===== src/rtl/reg_sp_deser.sv =====
// Serial-in/parallel-out receiver, MSB first, with valid/ready output and sticky overflow.
// Define REG_SP_PARITY_EN to expect a trailing even-parity bit after each data word.
module reg_sp_deser #(
  parameter int WIDTH = 4,
  localparam int CW = $clog2(WIDTH + 1)
) (
  input  logic             clk,
  input  logic             reset_n,
  input  logic             shift_in,
  input  logic             shift_en,
  input  logic             clear,
  input  logic             out_ready,
  output logic [WIDTH-1:0] parallel_out,
  output logic             out_valid,
  output logic             overflow,
  output logic [CW-1:0]    bit_count,
  output logic [WIDTH-1:0] reg_content,
  output logic             parity_err
);

  logic [WIDTH-1:0] sreg;
  logic [WIDTH-1:0] word_next;
  logic [WIDTH-1:0] word_done;
  logic             last_data;
  logic             complete;
  logic             accept;

  assign word_next   = {sreg[WIDTH-2:0], shift_in};
  assign last_data   = shift_en && (bit_count == CW'(WIDTH - 1));
  assign accept      = !out_valid || out_ready;
  assign reg_content = sreg;

`ifdef REG_SP_PARITY_EN
  // state | meaning
  // RECV  | collecting data bits
  // PAR   | full word in sreg, waiting for the even-parity bit
  typedef enum logic {RECV, PAR} state_t;
  state_t state;

  assign complete  = shift_en && (state == PAR);
  assign word_done = sreg;

  always_ff @(posedge clk or negedge reset_n) begin
    if (!reset_n) begin
      state        <= RECV;
      sreg         <= '0;
      bit_count    <= '0;
      parallel_out <= '0;
      out_valid    <= 1'b0;
      overflow     <= 1'b0;
      parity_err   <= 1'b0;
    end else if (clear) begin
      state      <= RECV;
      sreg       <= '0;
      bit_count  <= '0;
      out_valid  <= 1'b0;
      overflow   <= 1'b0;
      parity_err <= 1'b0;
    end else begin
      if (out_valid && out_ready)
        out_valid <= 1'b0;
      if (shift_en) begin
        case (state)
          RECV: begin
            sreg <= word_next;
            if (last_data) begin
              bit_count <= CW'(WIDTH);
              state     <= PAR;
            end else begin
              bit_count <= bit_count + 1'b1;
            end
          end
          PAR: begin
            // parity bit is not shifted in so reg_content keeps showing the word
            bit_count <= '0;
            state     <= RECV;
          end
          default: state <= RECV;
        endcase
      end
      if (complete) begin
        if (accept) begin
          parallel_out <= word_done;
          out_valid    <= 1'b1;
          parity_err   <= (^sreg) ^ shift_in;
        end else begin
          overflow <= 1'b1;
        end
      end
    end
  end
`else
  assign complete   = last_data;
  assign word_done  = word_next;
  assign parity_err = 1'b0;

  always_ff @(posedge clk or negedge reset_n) begin
    if (!reset_n) begin
      sreg         <= '0;
      bit_count    <= '0;
      parallel_out <= '0;
      out_valid    <= 1'b0;
      overflow     <= 1'b0;
    end else if (clear) begin
      sreg      <= '0;
      bit_count <= '0;
      out_valid <= 1'b0;
      overflow  <= 1'b0;
    end else begin
      if (out_valid && out_ready)
        out_valid <= 1'b0;
      if (shift_en) begin
        sreg      <= word_next;
        bit_count <= last_data ? '0 : bit_count + 1'b1;
      end
      // a stalled consumer keeps the old word; the new one is lost
      if (complete) begin
        if (accept) begin
          parallel_out <= word_done;
          out_valid    <= 1'b1;
        end else begin
          overflow <= 1'b1;
        end
      end
    end
  end
`endif

endmodule


===== config.mk =====
export PLATFORM = sky130hd
export DESIGN_NAME = reg_sp_deser
export DESIGN_NICKNAME = d
export VERILOG_FILES = /design/src/rtl/reg_sp_deser.sv
export SDC_FILE = /design/constraint.sdc
export NUM_CORES = 1
export LEC_CHECK = 0
export CAP_MARGIN = 20
export CORE_AREA = 2 2 39 41
export CTS_CLUSTER_SIZE = 14
export DETAILED_ROUTE_END_ITERATION = 16
export DIE_AREA = 0 0 41 43
export PLACE_DENSITY = 0.75
export RECOVER_POWER = 100
export SETUP_SLACK_MARGIN = 0.05
export SLEW_MARGIN = 20
export SYNTH_ARGS = -nofsm -noshare
export SYNTH_HDL_FRONTEND = slang
export SYNTH_SLANG_ARGS = --single-unit
export TNS_END_PERCENT = 30

===== constraint.sdc =====
create_clock -name clk -period 3.4 [get_ports clk]
set_clock_uncertainty 0.05 [all_clocks]
set_input_delay 1.02 -clock clk [delete_from_list [all_inputs] [get_ports clk]]
set_output_delay 1.02 -clock clk [all_outputs]
set_load 0.01 [all_outputs]

== Yosys cells after proc, flatten, opt, wreduce, memory -nomap -nowiden ==
Cells that the tools add are included.

* $add $sub $neg: 1
* Multiply operators: 0
* Div/mod/pow operators: 0
* $lt $le $gt $ge: 0
* Equality and inequality tests: 2
* Shift operators: 0
* Multiplexer cells: 12
* Bitwise operators: 1
* Reduce and logical (&&, ||, !) cells: 8

{| class="wikitable"
|+ Operator list
! cell !! count
|-
| $mux W3 || 3
|-
| $mux W4 || 2
|-
| $mux W1 || 7
|-
| $reduce_bool A2 Y1 || 2
|-
| $add A3 B1 Y3 const B || 1
|-
| $eq A3 B2 Y1 const B || 1
|-
| $reduce_and A3 Y1 || 1
|-
| $logic_and A1 B1 Y1 || 2
|-
| $ne A2 B2 Y1 const B || 1
|-
| $reduce_and A2 Y1 || 1
|-
| $logic_not A1 Y1 || 1
|-
| $logic_or A1 B1 Y1 || 1
|-
| $not A1 Y1 || 1
|}

* Bits in registers: 13
* Bits in latches: 0
* RAM bits: 0
* ROM bits: 0
* Input bits: 6
* Output and inout port bits: 14
* Logic and storage cells: 29
* Memories kept: 0

== Logic depth before layout (Yosys ltp) ==
* Depth after elaboration: 5
* Gate-level depth with buffers: 4
* Depth with buffers taken out: 4

== Worst setup path before layout ==
OpenSTA, ideal clock, no wires.

* Kind: input port to flip-flop
* Start point: input port shift_en
* End point: register parallel_out[0]
* Library setup time: 125 ps
* Arrival time: 1834 ps
* Data required time: 3225 ps
* Slack: 1391 ps
* Cell stages on the path: 4
* Path buffers: 1
* Path through: buf_6 > nand3b_4 > nor3b_4 > mux2_2

* Longest elaborated chain between the ends: 2

{| class="wikitable"
|+ RTL lines
! element !! line !! source
|-
| start: declaration || 10 || <nowiki>input logic shift_en,</nowiki>
|-
| $logic_and A1 B1 Y1 || 29 || <nowiki>assign last_data = shift_en && (bit_count == CW'(WIDTH - 1));</nowiki>
|-
| $reduce_and A3 Y1 (no source line) || n/a ||
|-
| end signal: assignment || 119 || <nowiki>parallel_out <= word_done;</nowiki>
|-
| end: declaration || 13 || <nowiki>output logic [WIDTH-1:0] parallel_out,</nowiki>
|}

Every way passes these cells.
A chain may end at the register's enable or synchronous reset.

== Worst setup path in the final report ==
* Start point: input port shift_en
* End point: register parallel_out[3]

Same word-level chain as after synthesis.

==> run_results.csv <==
group,metric,value,unit
run_status,status,"completed",
synthesis,yosysMostFrequentCell,"dfrtp_1",
placed_design,gp_congestion,0.708,
routing,drcViolationCount,0,
synthesis,yosys.cell_types.count,18,
routing,routed_wl,1050,um
routing,first_pass_iters,4,
worst_hold_path,hold_depth,1,
synthesis,synth_common_cells,"dfrtp_1, nor2_1, mux2_2, mux2i_1",
synthesis,ys_ff_latch,13,
grt,grt_pass1_wl,1660,um
finish,design_area,782,um2
synthesis,yosys-top-cells-area,"dfrtp_1, mux2_2, mux2i_1, nand3b_4, nand2b_1",
finish,drive_above_1_share,15.6,%
setup_path,worst-endpoint-arrival,2.82,ns
synthesis,synth_area,576,um2
placed_design,io_buffers,18,
clock_network,cts_hold_buf,0,
routing,drt-initial-drc-count,8,
timing,finalMaxSlewViolations,0,
routing,wl_per_cell,13.1,um
finish,multiInputGateArea,223,um2
die,die_w,41,um
run,drv_cap,0,
worst_hold_path,worstHoldPathType,"flip-flop to flip-flop",
timing,period_needed,2.71,ns
placed_design,placed_area,759,um2
timing,hold_viol_final,0,
timing,setup_viol,0,
clock_network,cts_tree,"done",
setup_path,critPathKind,"primary input to flip-flop",
clock_network,cts_sinks,13,
pwr,seqPwrFrac,56.0,%
timing,fmax,369,MHz
synthesis,synth-async-reset-ratio,100,%
grt,grt_use_total,14.6,%
synthesis,syn_avg_cell_area,13.1,um2
timing,slew_headroom,62.3,%
setup_path,worstSetupStartpointType,"primary input",
die,row_count,14,
synthesis,ys_seq_area_share,56.5,%
timing,max_slew.worst_pin.slew,0.563,ns
clock_network,root_buffer,"clkbuf_4",
die,die_y,43,um
pwr,p_clk_share,31.9,%
grt,grt_max_degree,14,
pwr,pwr_density_cell,376,nW/um2
pwr,internal-power,0.225,mW
finish,fin_nets,72,
setup_path,end_kind,"flip-flop",
grt,grt_pass1_vias,351,
synthesis,synthFlopType,"dfrtp_1",
synthesis,postSynthNetCount,51,
clock_network,h-tree-depth,1,
die,initial_core_util,41.6,%
timing,rsz0062_at_grt,"false",
finish,diodes,0,
setup_path,worstPathRequired,3.51,ns
placed_design,place_inst,76,
die,ios,20,
routing,viasPerCell,5.09,
clock_network,cts.clk_slew.worst_paths,0.08,ns
finish,syn2layout_area_growth,35.9,%
timing,min_period_over_period,79.6,%
routing,antenna_left,0,
grt,antenna_found_initial,0,
synthesis,synth_top_cell_by_area,"dfrtp_1",
pwr,p_leak,0.406,nW
synthesis,synth_top_area_share,56.5,%
clock_network,cts_made_buffers,3,
synthesis,synthCells,44,
placed_design,dp.final_hpwl,778,um
synthesis,synth_edf_count,0,
synthesis,yosysWarnings,0,
clock_network,clkLatencyLatePin,0.27,ns
die,die-area,1760,um2
pwr,power_switching,0.0691,mW
pwr,ir_drop,0.227,mV
pwr,p_sw_share,23.5,%
setup_path,crit_fanout,10,
routing,vias,407,
finish,layoutNonFillerInstCount,80,
pwr,share_comb_of_total_power,12.1,%
clock_network,cts_buffer_depth,2,
finish,final-seq-area,325,um2
pwr,power,0.294,mW
grt,overflow,0,
die,core,1380,um2
setup_path,rr_worst_depth,4,
clock_network,cts_setup_buffers,0,
clock_network,cts_resized,0,
timing,hold_slack,0.464,ns
timing,finalSetupTns,0,ns
finish,nFillCells,122,
[area by class of cell]
cell class / count / share of cell area, %
Multi-Input combinational cell: 27 / 28.5
Sequential cell: 13 / 41.6
Inverter: 1 / 0.480
Tap cell: 16 / 2.56
Clock buffer: 4 / 3.36
Timing Repair Buffer: 19 / 23.5
[worst paths after layout]
| kind | start | end | slack [ns] |
|---|---|---|---|
| hold reg to reg | overflow$_DFFE_PN0P_ | overflow$_DFFE_PN0P_ | 0.46 |
| setup / recovery | shift_en | parallel_out[3]$_DFFE_PN0P_ | 0.69 |
| max in group asynchronous | reset_n | reg_content[1]$_DFFE_PN0P_ | 1.81 |
| hold / removal | overflow$_DFFE_PN0P_ | overflow$_DFFE_PN0P_ | 0.46 |
| min in group asynchronous | reset_n | bit_count[1]$_DFFE_PN0P_ | 1.12 |
| setup reg to reg | bit_count[0]$_DFFE_PN0P_ | parallel_out[3]$_DFFE_PN0P_ | 1.82 |
[state kept, by name, indices dropped and copies added (netlist names)]
register,flops
bit_count,3
out_valid,1
overflow,1
parallel_out,4
reg_content,4
[cell families (layout without fill, tap and decap cells)]
group	after synthesis	in the layout	synth area share, %
buf+inv	4	24	4.78
other cells	1	1	0.652
simple gates	12	12	15.4
mux	8	8	14.8
fa+ha+maj	1	1	2.17
flops	13	13	56.5
compound gates	5	5	5.65
[through the flow]
step,worst slack [ns],utilization (%)
2_1_floorplan,1.39,-
3_3_place_gp,0.823,54.9
3_5_place_dp,0.785,54.9
4_1_cts,1.06,56.8
5_1_grt,0.585,56.5
6_report,0.693,56.5
[power by group through the flow]
stage / combinational, mW / clock [mW] / sequential, mW
after floorplan: 0.0158 / 0 / 0.170
after global placement: 0.0388 / 0 / 0.168
after detailed placement: 0.0392 / 0 / 0.168
after CTS: 0.0395 / 0.0954 / 0.164
after global routing: 0.0391 / 0.104 / 0.165
final: 0.0355 / 0.0938 / 0.164
[layout by cell type (no fill, tap or decap), types with 2 or more instances in the layout]
cell,instances
dlygate4sd3_1,15
dfrtp_1,13
nor2_1,5
mux2i_1,4
mux2_2,4
nand2b_1,3
a21oi_1,3
clkbuf_4,3
clkdlybuf4s50_1,3
clkbuf_1,2
[critical path: stages]
cell and delay [ns]:
dlygate4sd3_1 0.52, clkbuf_1 0.42, nand3b_4 0.18, nor3b_4 0.30, mux2_2 0.37
[per-layer routing]
metal	share of wire (%)	vias to the layer above	wire length, um	track usage (%)
met5	0	-	0	0
met4	3.4	0	36	12.0
met3	5.5	4	58	1.57
met2	47	18	496	20.0
met1	44	197	457	19.7
li1	-	188	-	-
Note: power is estimated with default switching activity, not from simulation.
